**config.mk**
```make
export PLATFORM = sky130hd
export DESIGN_NAME = trap_capture_flat
export DESIGN_NICKNAME = d
export VERILOG_FILES = /design/src/rtl/trap_capture_pkg.sv /design/src/rtl/trap_capture_if.sv /design/src/rtl/trap_fifo.sv /design/src/rtl/trap_capture.sv /design/src/flat_wrapper.sv
export SDC_FILE = /design/constraint.sdc
export NUM_CORES = 1
export LEC_CHECK = 0
export BUFFER_PORTS_ARGS = -buffer_cell sky130_fd_sc_hd__buf_2
export CAP_MARGIN = 0
export CORE_ASPECT_RATIO = 1.25
export CORE_UTILIZATION = 59
export CTS_BUF_LIST = sky130_fd_sc_hd__clkbuf_8
export DETAILED_ROUTE_END_ITERATION = 8
export PLACE_DENSITY_LB_ADDON = 0.15
export SYNTH_ARGS = -nofsm -noshare
export SYNTH_HDL_FRONTEND = slang
export SYNTH_HIERARCHICAL = 1
export SYNTH_SLANG_ARGS = --single-unit
```
**constraint.sdc**
```tcl
create_clock -name clk -period 2.3 [get_ports clk]
set_input_delay 0.115 -clock clk [delete_from_list [all_inputs] [get_ports clk]]
set_output_delay 0.115 -clock clk [all_outputs]
set_load 0.02 [all_outputs]
```
**src/rtl/trap_capture_pkg.sv**
```systemverilog
// Shared types and constants for the Z80 I/O trap capture block.
// TRAP_CAPTURE_DATA_EN adds the 8-bit write-data field to each FIFO entry.
package trap_capture_pkg;

  typedef enum logic [1:0] {StIdle, StCycle, StCommit} state_e;

  localparam logic [1:0] REG_STATUS  = 2'd0;
  localparam logic [1:0] REG_ADDR_LO = 2'd1;
  localparam logic [1:0] REG_ADDR_HI = 2'd2;
  localparam logic [1:0] REG_DATA    = 2'd3;

  localparam int unsigned FifoDepth = 2;
`ifdef TRAP_CAPTURE_DATA_EN
  localparam int unsigned EntryW = 25;
`else
  localparam int unsigned EntryW = 17;
`endif

endpackage

```
**src/rtl/trap_capture_if.sv**
```systemverilog
// Z80 bus plus hypervisor register port of the trap capture block.
interface trap_capture_if;
  logic        iorq_n;
  logic        m1_n;
  logic        rd_n;
  logic        wr_n;
  logic [15:0] addr;
  logic [7:0]  data;
  logic        io_violation;
  logic        trap_state;
  logic        hv_rd;
  logic [1:0]  hv_sel;
  logic        hv_ack;
  logic [7:0]  hv_data;
  logic        pending;
  logic        overflow;

  modport master (
    output iorq_n, m1_n, rd_n, wr_n, addr, data, io_violation, trap_state,
    output hv_rd, hv_sel, hv_ack,
    input  hv_data, pending, overflow
  );

  modport slave (
    input  iorq_n, m1_n, rd_n, wr_n, addr, data, io_violation, trap_state,
    input  hv_rd, hv_sel, hv_ack,
    output hv_data, pending, overflow
  );
endinterface

```
**src/rtl/trap_fifo.sv**
```systemverilog
// Two-entry trap event FIFO with sticky overflow; pops on an empty FIFO are ignored.
module trap_fifo
  import trap_capture_pkg::*;
(
  input  logic              clk,
  input  logic              rst,
  input  logic              push_i,
  input  logic [EntryW-1:0] entry_i,
  input  logic              pop_i,
  output logic [EntryW-1:0] head_o,
  output logic [1:0]        count_o,
  output logic              overflow_o
);

  logic [EntryW-1:0] mem_q [FifoDepth];
  logic              wr_ptr_q, rd_ptr_q;
  logic [1:0]        count_q, count_d;
  logic              overflow_q, overflow_d;
  logic              pop, full, accept;

  always_comb begin
    pop    = pop_i && (count_q != 2'd0);
    full   = (count_q == 2'(FifoDepth));
    // A pop in the same clock frees a slot, so a push into a full FIFO still lands.
    accept = push_i && (!full || pop);
    count_d = count_q;
    unique case ({accept, pop})
      2'b10:   count_d = count_q + 2'd1;
      2'b01:   count_d = count_q - 2'd1;
      default: count_d = count_q;
    endcase
    overflow_d = overflow_q;
    if (pop) begin
      overflow_d = 1'b0;
    end else if (push_i && full) begin
      overflow_d = 1'b1;
    end
  end

  always_ff @(posedge clk or posedge rst) begin
    if (rst) begin
      for (int unsigned i = 0; i < FifoDepth; i++) begin
        mem_q[i] <= '0;
      end
      wr_ptr_q   <= 1'b0;
      rd_ptr_q   <= 1'b0;
      count_q    <= 2'd0;
      overflow_q <= 1'b0;
    end else begin
      if (accept) begin
        mem_q[wr_ptr_q] <= entry_i;
        wr_ptr_q        <= wr_ptr_q + 1'b1;
      end
      if (pop) begin
        rd_ptr_q <= rd_ptr_q + 1'b1;
      end
      count_q    <= count_d;
      overflow_q <= overflow_d;
    end
  end

  assign head_o     = mem_q[rd_ptr_q];
  assign count_o    = count_q;
  assign overflow_o = overflow_q;

endmodule

```
**src/rtl/trap_capture.sv**
```systemverilog
// Captures guest Z80 I/O cycles that violate the I/O policy into a FIFO for the hypervisor.
// Define TRAP_CAPTURE_DATA_EN to also record OUT data in each entry.
module trap_capture
  import trap_capture_pkg::*;
(
  input  logic           clk,
  input  logic           rst,
  trap_capture_if.slave  bus
);

  logic [3:0]  sync1_q, sync2_q;
  logic        iorq_prev_q;
  logic        iorq_s, m1_s, wr_s;
  logic        unused_rd_s;
  state_e      state_q, state_d;
  logic [15:0] addr_q, addr_d;
  logic        dir_q, dir_d;
  logic        hit_q, hit_d;
  logic        push;
  logic [EntryW-1:0] entry, head;
  logic [1:0]  count;
  logic        overflow;
  logic [7:0]  head_data;
  logic [7:0]  rd_mux;
  logic [7:0]  hv_data_q;

  // Strobes are asynchronous to clk; bit order {iorq_n, m1_n, rd_n, wr_n}.
  always_ff @(posedge clk or posedge rst) begin
    if (rst) begin
      sync1_q     <= 4'hF;
      sync2_q     <= 4'hF;
      iorq_prev_q <= 1'b1;
    end else begin
      sync1_q     <= {bus.iorq_n, bus.m1_n, bus.rd_n, bus.wr_n};
      sync2_q     <= sync1_q;
      iorq_prev_q <= sync2_q[3];
    end
  end

  assign iorq_s      = sync2_q[3];
  assign m1_s        = sync2_q[2];
  assign unused_rd_s = sync2_q[1];
  assign wr_s        = sync2_q[0];

`ifdef TRAP_CAPTURE_DATA_EN
  logic [7:0] data_q, data_d;
  assign entry     = {dir_q, addr_q, dir_q ? data_q : 8'hFF};
  assign head_data = head[7:0];
`else
  logic unused_data;
  assign unused_data = ^bus.data;
  assign entry       = {dir_q, addr_q};
  assign head_data   = 8'hFF;
`endif

  always_comb begin
    state_d = state_q;
    addr_d  = addr_q;
    dir_d   = dir_q;
    hit_d   = hit_q;
    push    = 1'b0;
`ifdef TRAP_CAPTURE_DATA_EN
    data_d  = data_q;
`endif
    unique case (state_q)
      StIdle: begin
        if (iorq_prev_q && !iorq_s && m1_s) begin
          state_d = StCycle;
          addr_d  = bus.addr;
          dir_d   = !wr_s;
          hit_d   = 1'b0;
`ifdef TRAP_CAPTURE_DATA_EN
          data_d  = 8'hFF;
`endif
        end
      end
      StCycle: begin
        if (bus.io_violation && !bus.trap_state) hit_d = 1'b1;
`ifdef TRAP_CAPTURE_DATA_EN
        if (!wr_s) data_d = bus.data;
`endif
        if (iorq_s && !iorq_prev_q) state_d = StCommit;
      end
      StCommit: begin
        push    = hit_q;
        state_d = StIdle;
      end
      default: state_d = StIdle;
    endcase
  end

  always_ff @(posedge clk or posedge rst) begin
    if (rst) begin
      state_q <= StIdle;
      addr_q  <= 16'h0000;
      dir_q   <= 1'b0;
      hit_q   <= 1'b0;
`ifdef TRAP_CAPTURE_DATA_EN
      data_q  <= 8'hFF;
`endif
    end else begin
      state_q <= state_d;
      addr_q  <= addr_d;
      dir_q   <= dir_d;
      hit_q   <= hit_d;
`ifdef TRAP_CAPTURE_DATA_EN
      data_q  <= data_d;
`endif
    end
  end

  trap_fifo u_fifo (
    .clk        (clk),
    .rst        (rst),
    .push_i     (push),
    .entry_i    (entry),
    .pop_i      (bus.hv_ack),
    .head_o     (head),
    .count_o    (count),
    .overflow_o (overflow)
  );

  always_comb begin
    rd_mux = 8'hFF;
    unique case (bus.hv_sel)
      REG_STATUS: rd_mux = {count != 2'd0, overflow, (count != 2'd0) && head[EntryW-1],
                            3'b000, count};
      REG_ADDR_LO: if (count != 2'd0) rd_mux = head[EntryW-10 -: 8];
      REG_ADDR_HI: if (count != 2'd0) rd_mux = head[EntryW-2 -: 8];
      REG_DATA:    if (count != 2'd0) rd_mux = head_data;
      default:     rd_mux = 8'hFF;
    endcase
  end

  always_ff @(posedge clk or posedge rst) begin
    if (rst) begin
      hv_data_q <= 8'hFF;
    end else if (bus.hv_rd) begin
      hv_data_q <= rd_mux;
    end
  end

  assign bus.hv_data  = hv_data_q;
  assign bus.pending  = (count != 2'd0);
  assign bus.overflow = overflow;

endmodule

```
**src/flat_wrapper.sv**
```systemverilog
// flat-port wrapper written by rule: the top's interface ports become plain ports
module trap_capture_flat import trap_capture_pkg::*;
  (clk, rst, bus_iorq_n, bus_m1_n, bus_rd_n, bus_wr_n, bus_addr, bus_data, bus_io_violation, bus_trap_state, bus_hv_rd, bus_hv_sel, bus_hv_ack, bus_hv_data, bus_pending, bus_overflow);
  trap_capture_if bus_i ();
  input  logic clk;
  input  logic rst;
  input wire logic [$bits(bus_i.iorq_n)-1:0] bus_iorq_n;
  input wire logic [$bits(bus_i.m1_n)-1:0] bus_m1_n;
  input wire logic [$bits(bus_i.rd_n)-1:0] bus_rd_n;
  input wire logic [$bits(bus_i.wr_n)-1:0] bus_wr_n;
  input wire logic [$bits(bus_i.addr)-1:0] bus_addr;
  input wire logic [$bits(bus_i.data)-1:0] bus_data;
  input wire logic [$bits(bus_i.io_violation)-1:0] bus_io_violation;
  input wire logic [$bits(bus_i.trap_state)-1:0] bus_trap_state;
  input wire logic [$bits(bus_i.hv_rd)-1:0] bus_hv_rd;
  input wire logic [$bits(bus_i.hv_sel)-1:0] bus_hv_sel;
  input wire logic [$bits(bus_i.hv_ack)-1:0] bus_hv_ack;
  output wire logic [$bits(bus_i.hv_data)-1:0] bus_hv_data;
  output wire logic [$bits(bus_i.pending)-1:0] bus_pending;
  output wire logic [$bits(bus_i.overflow)-1:0] bus_overflow;
  assign bus_i.iorq_n = bus_iorq_n;
  assign bus_i.m1_n = bus_m1_n;
  assign bus_i.rd_n = bus_rd_n;
  assign bus_i.wr_n = bus_wr_n;
  assign bus_i.addr = bus_addr;
  assign bus_i.data = bus_data;
  assign bus_i.io_violation = bus_io_violation;
  assign bus_i.trap_state = bus_trap_state;
  assign bus_i.hv_rd = bus_hv_rd;
  assign bus_i.hv_sel = bus_hv_sel;
  assign bus_i.hv_ack = bus_hv_ack;
  assign bus_hv_data = bus_i.hv_data;
  assign bus_pending = bus_i.pending;
  assign bus_overflow = bus_i.overflow;
  trap_capture u_core (.clk(clk), .rst(rst), .bus(bus_i));
endmodule
```
==> results.toml, run 1 <==
[status]
status = "finished clean"

[grt]
antenna_found_initial = 0
grt_start_max_net_pins = 40
track_usage_pct = 22.5
first_global_vias = 1986
global_route.overflow_total = 0
wire_length_of_the_first_global_routing_pass_microns = 9220

[route]
via_count = 1940
drt-initial-drc-count = 89
detail_route.first_pass.iterations = 4
wl_per_cell_microns = 15.6
final_antenna_net_count = 0
remaining_drc_errors = 0
routed_vias_inst = 5.45
postRouteWirelength_microns = 5550

[power]
power.static_leakage_nw = 1.83
worst_ir_drop_vdd_mv = 0.759
power-per-cell-area_nw_per_um2 = 1120

[layout]
n_antenna_cell = 0
design.final.nets = 326
layout-drive-gt1-share_pct = 50.0
finish.instance_area_sq_um = 3900
fillers = 341
area_delta_synth_final_pct = 21.7

[placement]
post_dp_cell_area_sq_um = 3470
gp_routability_congestion = 0.789
hpwl_microns = 3560
number_of_port_buffers = 36

[synth]
synth-edff-count = 0
yosys_most_used_dff = "dfrtp_1"
syn_area_sq_um = 3210
ys_seq_area_share_pct = 58.3
syn_nets = 261
syn-instance-count = 224
synth-async-reset-ratio_pct = 100
yosysWarningCount = 6
synth.distinct_cells = 36
syn_avg_cell_area_sq_um = 14.3
postSynthRegisterBits = 74

[setup_path]
r2r.worst_path.cells = 6
crit-reg2reg-capture = "u_core/u_fifo/mem_q[5]"
cp_num_buf_inv = 2
timing.critical_path.to_type = "primary output"
crit_path_leading_delay_family = "flip-flops"
max_stage_delay_ns = 0.51
critical_path_cell_count = 3
worst_path_max_delay_cell = "dfrtp_1"
crit_required_ns = 2.18
worst-r2r-setup-slack_ns = 0.50
crit_chain = "nor2_1 -> inv_1 -> buf_2"
criticalPathCategory = "reg -> out"
worstSetupStartpointType = "register"
critical_path.reg2reg.startpoint = "u_core/state_q[1]"
critPathCapture = "bus_pending"
crit_fanout = 8
timing.critical_path.arrival_ns = 1.78
critical_path.startpoint = "u_core/u_fifo/count_o[0]"

[clock_network]
clock_tree_from_tritoncts = "yes"
post-cts-setup-buffer-count = 0
number_of_gates_resized_after_cts = 0
cts_sinks = 74
cts_max_level = 3
insertion_delay_of_the_later_clocked_pin_in_the_worst_skew_pair_ns = 0.35
clock_tree.root_cell = "clkbuf_8"
cts-root-to-sink-buffers = 2
numCtsBuffers = 9
clkTransAtPathRegs_ns = 0.07
cts_hold_buffers = 20

[timing]
timing.max_slew.rel_slack_pct = 66.3
tightestPinTransition_ns = 0.506
totalNegativeSetupSlack_ns = 0
timing.final.hold_violations = 0
post-route-min-period_ns = 1.89
fin_worst_skew_ns = 0.00448
grt_setup_unrepaired = "no"
maximum_operating_frequency_ghz = 0.528
share_of_the_clock_period_used_by_the_worst_path_after_layout_pct = 82.4
setup_viol = 0
final_max_slew_viol_count = 0

[worst_hold_path]
timing.hold.worst.class = "in -> reg"

[floorplanning]
die_width_microns = 68.0
io-pin-count = 46
dieArea_sq_um = 5740
fp.coreArea_sq_um = 5150
std_cell_rows = 29
starting_density_of_the_core_pct = 62.3
die_height_microns = 84.4

[job]
maxCapViolCount = 0
-- worst reg2reg max path: stages (launching register included) --
cell and delay [ns]:
dfrtp_1 0.40, nand2_1 0.07, nor2_1 0.21, nand2_1 0.10, nor2_2 0.37, buf_12 0.20, mux2_2 0.34
-- kinds of logic (layout without fill, tap and decap cells) --
family / count (synthesis) / count (layout) / synth area share, %
AOI/OAI and AO/OA: 24 / 24 / 5.19
and+or+nand+nor: 34 / 34 / 6.51
DFF: 74 / 74 / 58.3
muxes: 68 / 68 / 24.8
adders and majority gates: 1 / 1 / 0.390
xor gates and xnor gates: 5 / 5 / 1.37
buffers and inverters: 18 / 88 / 3.47
-- synthesized netlist by cell type, drive strengths merged, types with 2 or more instances --
library cell / n / share of area, %
mux2: 67 / 24
a31oi: 3 / 0.59
nand3: 2 / 0.31
inv: 9 / 1.1
nand2b: 6 / 1.2
o21ai: 3 / 0.47
dfrtp: 59 / 46
buf: 5 / 1.9
xnor2: 3 / 0.82
xor2: 2 / 0.55
a21oi: 2 / 0.31
nand2: 6 / 0.70
nand3b: 2 / 0.47
dfstp: 15 / 12
o21a: 2 / 0.47
nor3: 6 / 0.94
clkbuf: 4 / 0.47
nor3b: 2 / 1.2
o22ai: 7 / 1.4
nor2: 6 / 0.78
o32ai: 3 / 0.82
-- cell usage in the layout, fill, tap and decap left out, types with 5 or more instances in the layout --
master         Yosys  routed
dlygate4sd3_1      0      20
inv_1              9       9
dfrtp_1           59      59
o22ai_1            7       7
nor2_1             5       5
mux2_2            59      59
clkbuf_8           0      12
buf_2              1      36
nand2b_1           6       6
nor3_1             6       6
mux2_4             8       8
nand2_1            6       6
buf_4              0       5
dfstp_2           15      15
-- worst min path at each step --
stage                from                  endpoint  slack (ns)  depth (start not counted)
3_3_place_gp     bus_m1_n         u_core/sync1_q[2]        0.22                          1
2_1_floorplan    bus_wr_n         u_core/sync1_q[0]        0.12                          0
3_5_place_dp   bus_iorq_n         u_core/sync1_q[3]        0.22                          1
6_report       bus_hv_ack  u_core/u_fifo/overflow_o        0.03                          2
4_1_cts        bus_hv_ack  u_core/u_fifo/overflow_o        0.02                          2
5_1_grt        bus_hv_ack  u_core/u_fifo/overflow_o        0.04                          2
-- metal layers --
layer / share of wire (%) / track usage [%] / vias to the layer above
li1: - / - / 931
met1: 46 / 29.4 / 968
met2: 49 / 33.7 / 35
met3: 3.7 / 8.29 / 6
met4: 1.6 / 8.52 / 0
met5: 0 / 0 / -
-- sequential cells by signal (all words and copies together) (netlist names) --
register,count
u_core/state_q,2
u_core/hit_q,1
u_core/u_fifo/rd_ptr_q,1
u_core/bus.hv_data,8
u_core/sync1_q,3
u_core/sync2_q,3
u_core/u_fifo/mem_q,34
u_core/dir_q,1
u_core/addr_q,16
u_core/u_fifo/count_o,2
u_core/u_fifo/overflow_o,1
u_core/iorq_prev_q,1
u_core/u_fifo/wr_ptr_q,1
-- layout make-up --
cell class                 instances  area [sq um]  share of cell area [%]
clock buffer                      12           165                    4.23
clock inverter                     4          72.6                    1.86
inverter                           9          33.8                   0.865
multi-input combinational        132          1230                    31.4
sequential                        74          1870                    47.9
tap                               62          77.6                    1.99
timing repair buffer              63           458                    11.7
-- where the power goes --
group          internal (W)  switching (W)
sequential          0.00177       0.000283
combinational      0.000678       0.000492
clock              0.000698       0.000459
total               0.00315        0.00123
-- through the flow --
step	std cells	hold WS, ns	power, W	setup slack [ns]	util (%)
after floorplan	224	0.119	0.00292	0.600	-
after global placement	320	0.219	0.00319	0.525	67.3
after global routing	356	0.0370	0.00463	0.278	75.8
after detailed placement	320	0.222	0.00323	0.518	67.3
after CTS	356	0.0169	0.00442	0.411	75.8
final	356	0.0348	0.00438	0.406	75.8
(Power assumes the default switching activity.)
==> inputs of run 2 (changes only) <==
Settings changed: ABC_AREA set to 1.
Clock period 2.3 ns to 1.8 ns, I/O delays scaled along.
==> results.toml, run 2 <==
[status]
status = "finished clean"

[synth]
synthMuxAreaShare_pct = 0
postSynthRegisterBits = 74
syn_avg_cell_area_sq_um = 8.29
ys_seq_area_share_pct = 54.6
syn-instance-count = 413
post_synth_and_or_nand_nor_area_fraction_pct = 34.4
syn_area_sq_um = 3430
syn_nets = 450
post_synth_main_area_contributors = "dfrtp_1, nand2_1, dfstp_2"
synth_top_family_by_area = "simple AND/OR/NAND/NOR gates"
synth-edff-count = 0
synth.top_cell.area_share_pct = 43.1
yosysWarningCount = 6
synth-async-reset-ratio_pct = 100
yosys_most_used_dff = "dfrtp_1"
synth_xor_area_share_pct = 0.511
yosys.area.top_type = "dfrtp_1"
synth_top_cells_by_count = "nand2_1, dfrtp_1, nand4_1, inv_1, nor2_1"
synth_fa_ha_area_share_pct = 0.365
top_count_cell_post_synth = "nand2_1"
synth.distinct_cells = 28
synth-compound-area-share_pct = 3.18

[clock_network]
clkTransAtPathRegs_ns = 0.08
insertion_delay_of_the_later_clocked_pin_in_the_worst_skew_pair_ns = 0.35
cts_sinks = 74
clock_tree_from_tritoncts = "yes"
number_of_gates_resized_after_cts = 0
cts_hold_buffers = 21
cts-root-to-sink-buffers = 2
post-cts-setup-buffer-count = 0
cts_max_level = 3
clock_tree.root_cell = "clkbuf_8"
numCtsBuffers = 9

[setup_path]
timing.critical_path.to_type = "register"
worstSetupStartpointType = "register"
timing.critical_path.arrival_ns = 1.86
crit_required_ns = 2.05
criticalPathCategory = "reg -> reg"
crit_fanout = 7

[layout]
design.final.nets = 511
mostFrequentLayoutCell = "nand2_1"
n_antenna_cell = 0
max_flop_register = "u_core/u_fifo/mem_q"
finish.instance_area_sq_um = 4090
layout-drive-gt1-share_pct = 19.2
largest_reg_flops = 34
fillers = 424
final_cell_mix = "nand2_1, dfrtp_1, buf_2"
area_delta_synth_final_pct = 19.4

[route]
final_antenna_net_count = 0
wl_per_cell_microns = 13.5
remaining_drc_errors = 0
routed_vias_inst = 5.33
via_count = 2892
postRouteWirelength_microns = 7350
detail_route.first_pass.iterations = 4
drt-initial-drc-count = 168

[placement]
number_of_port_buffers = 36
post_dp_cell_area_sq_um = 3650
dp_worst_setup_slack_ns = 0.201
gp_routability_congestion = 0.808
hpwl_microns = 4850

[grt]
wire_length_of_the_first_global_routing_pass_microns = 12800
antenna_found_initial = 0
track_usage_pct = 27.0
global_route.overflow_total = 0
grt_start_max_net_pins = 40
first_global_vias = 2848

[timing]
setup_viol = 0
totalNegativeSetupSlack_ns = 0
maximum_operating_frequency_ghz = 0.620
tightestPinTransition_ns = 0.492
post-route-min-period_ns = 1.61
final_max_slew_viol_count = 0
grt_setup_unrepaired = "no"
timing.final.hold_violations = 0
share_of_the_clock_period_used_by_the_worst_path_after_layout_pct = 89.7
timing.max_slew.rel_slack_pct = 67.2
fin_worst_skew_ns = 0.00512
layout_setup_ws_ns = 0.186

[floorplanning]
fp.coreArea_sq_um = 5520
die_width_microns = 70.2
starting_density_of_the_core_pct = 62.1
dieArea_sq_um = 6120
die_height_microns = 87.2
io-pin-count = 46
std_cell_rows = 30

[worst_hold_path]
timing.hold.worst.class = "in -> reg"

[power]
worst_ir_drop_vdd_mv = 1.01
power.static_leakage_nw = 2.20
power-per-cell-area_nw_per_um2 = 1430

[job]
maxCapViolCount = 0
[run 2: cell types whose count changed in the layout (fill, tap and decap cells not counted), moves of 8 or more]
cell | before | now
mux2_2 | 59 | 0
mux2_4 | 8 | 0
nand4_1 | 0 | 35
nand2_1 | 6 | 203
inv_1 | 9 | 24
nor2_1 | 5 | 16
[run 2: routing by layer]
metal	wire length, microns	track usage, %	vias to the layer above
met4	116	11.1	0
met3	249	4.63	10
met5	0	0	-
met2	3880	48.7	61
met1	3100	32.0	1389
li1	-	-	1432
[run 2: metrics by stage]
step                      total power, W  utilization, %  hold WS [ns]  instances
after floorplan                  0.00383               -        0.0945        413
after global placement           0.00429            66.2         0.195        506
after detailed placement         0.00436            66.2         0.196        506
after CTS                        0.00585            74.1       0.00534        543
after global routing             0.00621            74.1        0.0636        543
final                            0.00583            74.1        0.0275        543
[run 2: cell families (layout without fill, tap and decap cells)]
group,after synthesis,count (layout)
AO/OA/AOI/OAI,20,20
buffers and inverters,48,114
flip-flops,74,74
adder cells (fa/ha/maj),1,1
AND/OR/NAND/NOR,268,268
XOR/XNOR,2,2
[run 2: final timing paths]
path | start | slack (ns) | endpoint | cells after the start
setup / recovery | u_core/u_fifo/count_o[0] | 0.19 | u_core/u_fifo/count_o[1] | 6
hold / removal | bus_hv_rd | 0.03 | u_core/bus.hv_data[7] | 3
setup reg to reg | u_core/u_fifo/count_o[0] | 0.19 | u_core/u_fifo/count_o[1] | 6
hold reg to reg | u_core/sync1_q[2] | 0.36 | u_core/sync2_q[2] | 0
max in group asynchronous | rst | 1.06 | u_core/u_fifo/mem_q[12] | 4
min in group asynchronous | rst | 0.38 | u_core/addr_q[4] | 4
[run 2: cell type report]
class / instances / area, sq um / share of cell area [%]
flip-flops and latches: 74 / 1870 / 45.7
repair buffers: 69 / 480 / 11.8
inverters: 29 / 111 / 2.72
clock inverters: 7 / 101 / 2.48
clock buffers: 9 / 124 / 3.03
well taps: 64 / 80.1 / 1.96
multi-input cells: 291 / 1320 / 32.3
[run 2: power by group]
part | total, W | internal [W] | switching, W
logic | 0.00180 | 0.000641 | 0.00116
registers | 0.00259 | 0.00224 | 0.000349
clock network | 0.00144 | 0.000791 | 0.000649
[run 2: critical path: stages, from the launching register on]
cell,delay (ns)
dfrtp_1,0.47
o21ai_0,0.29
inv_1,0.10
ha_1,0.22
or2_2,0.29
nand4_1,0.08
nand2_1,0.05
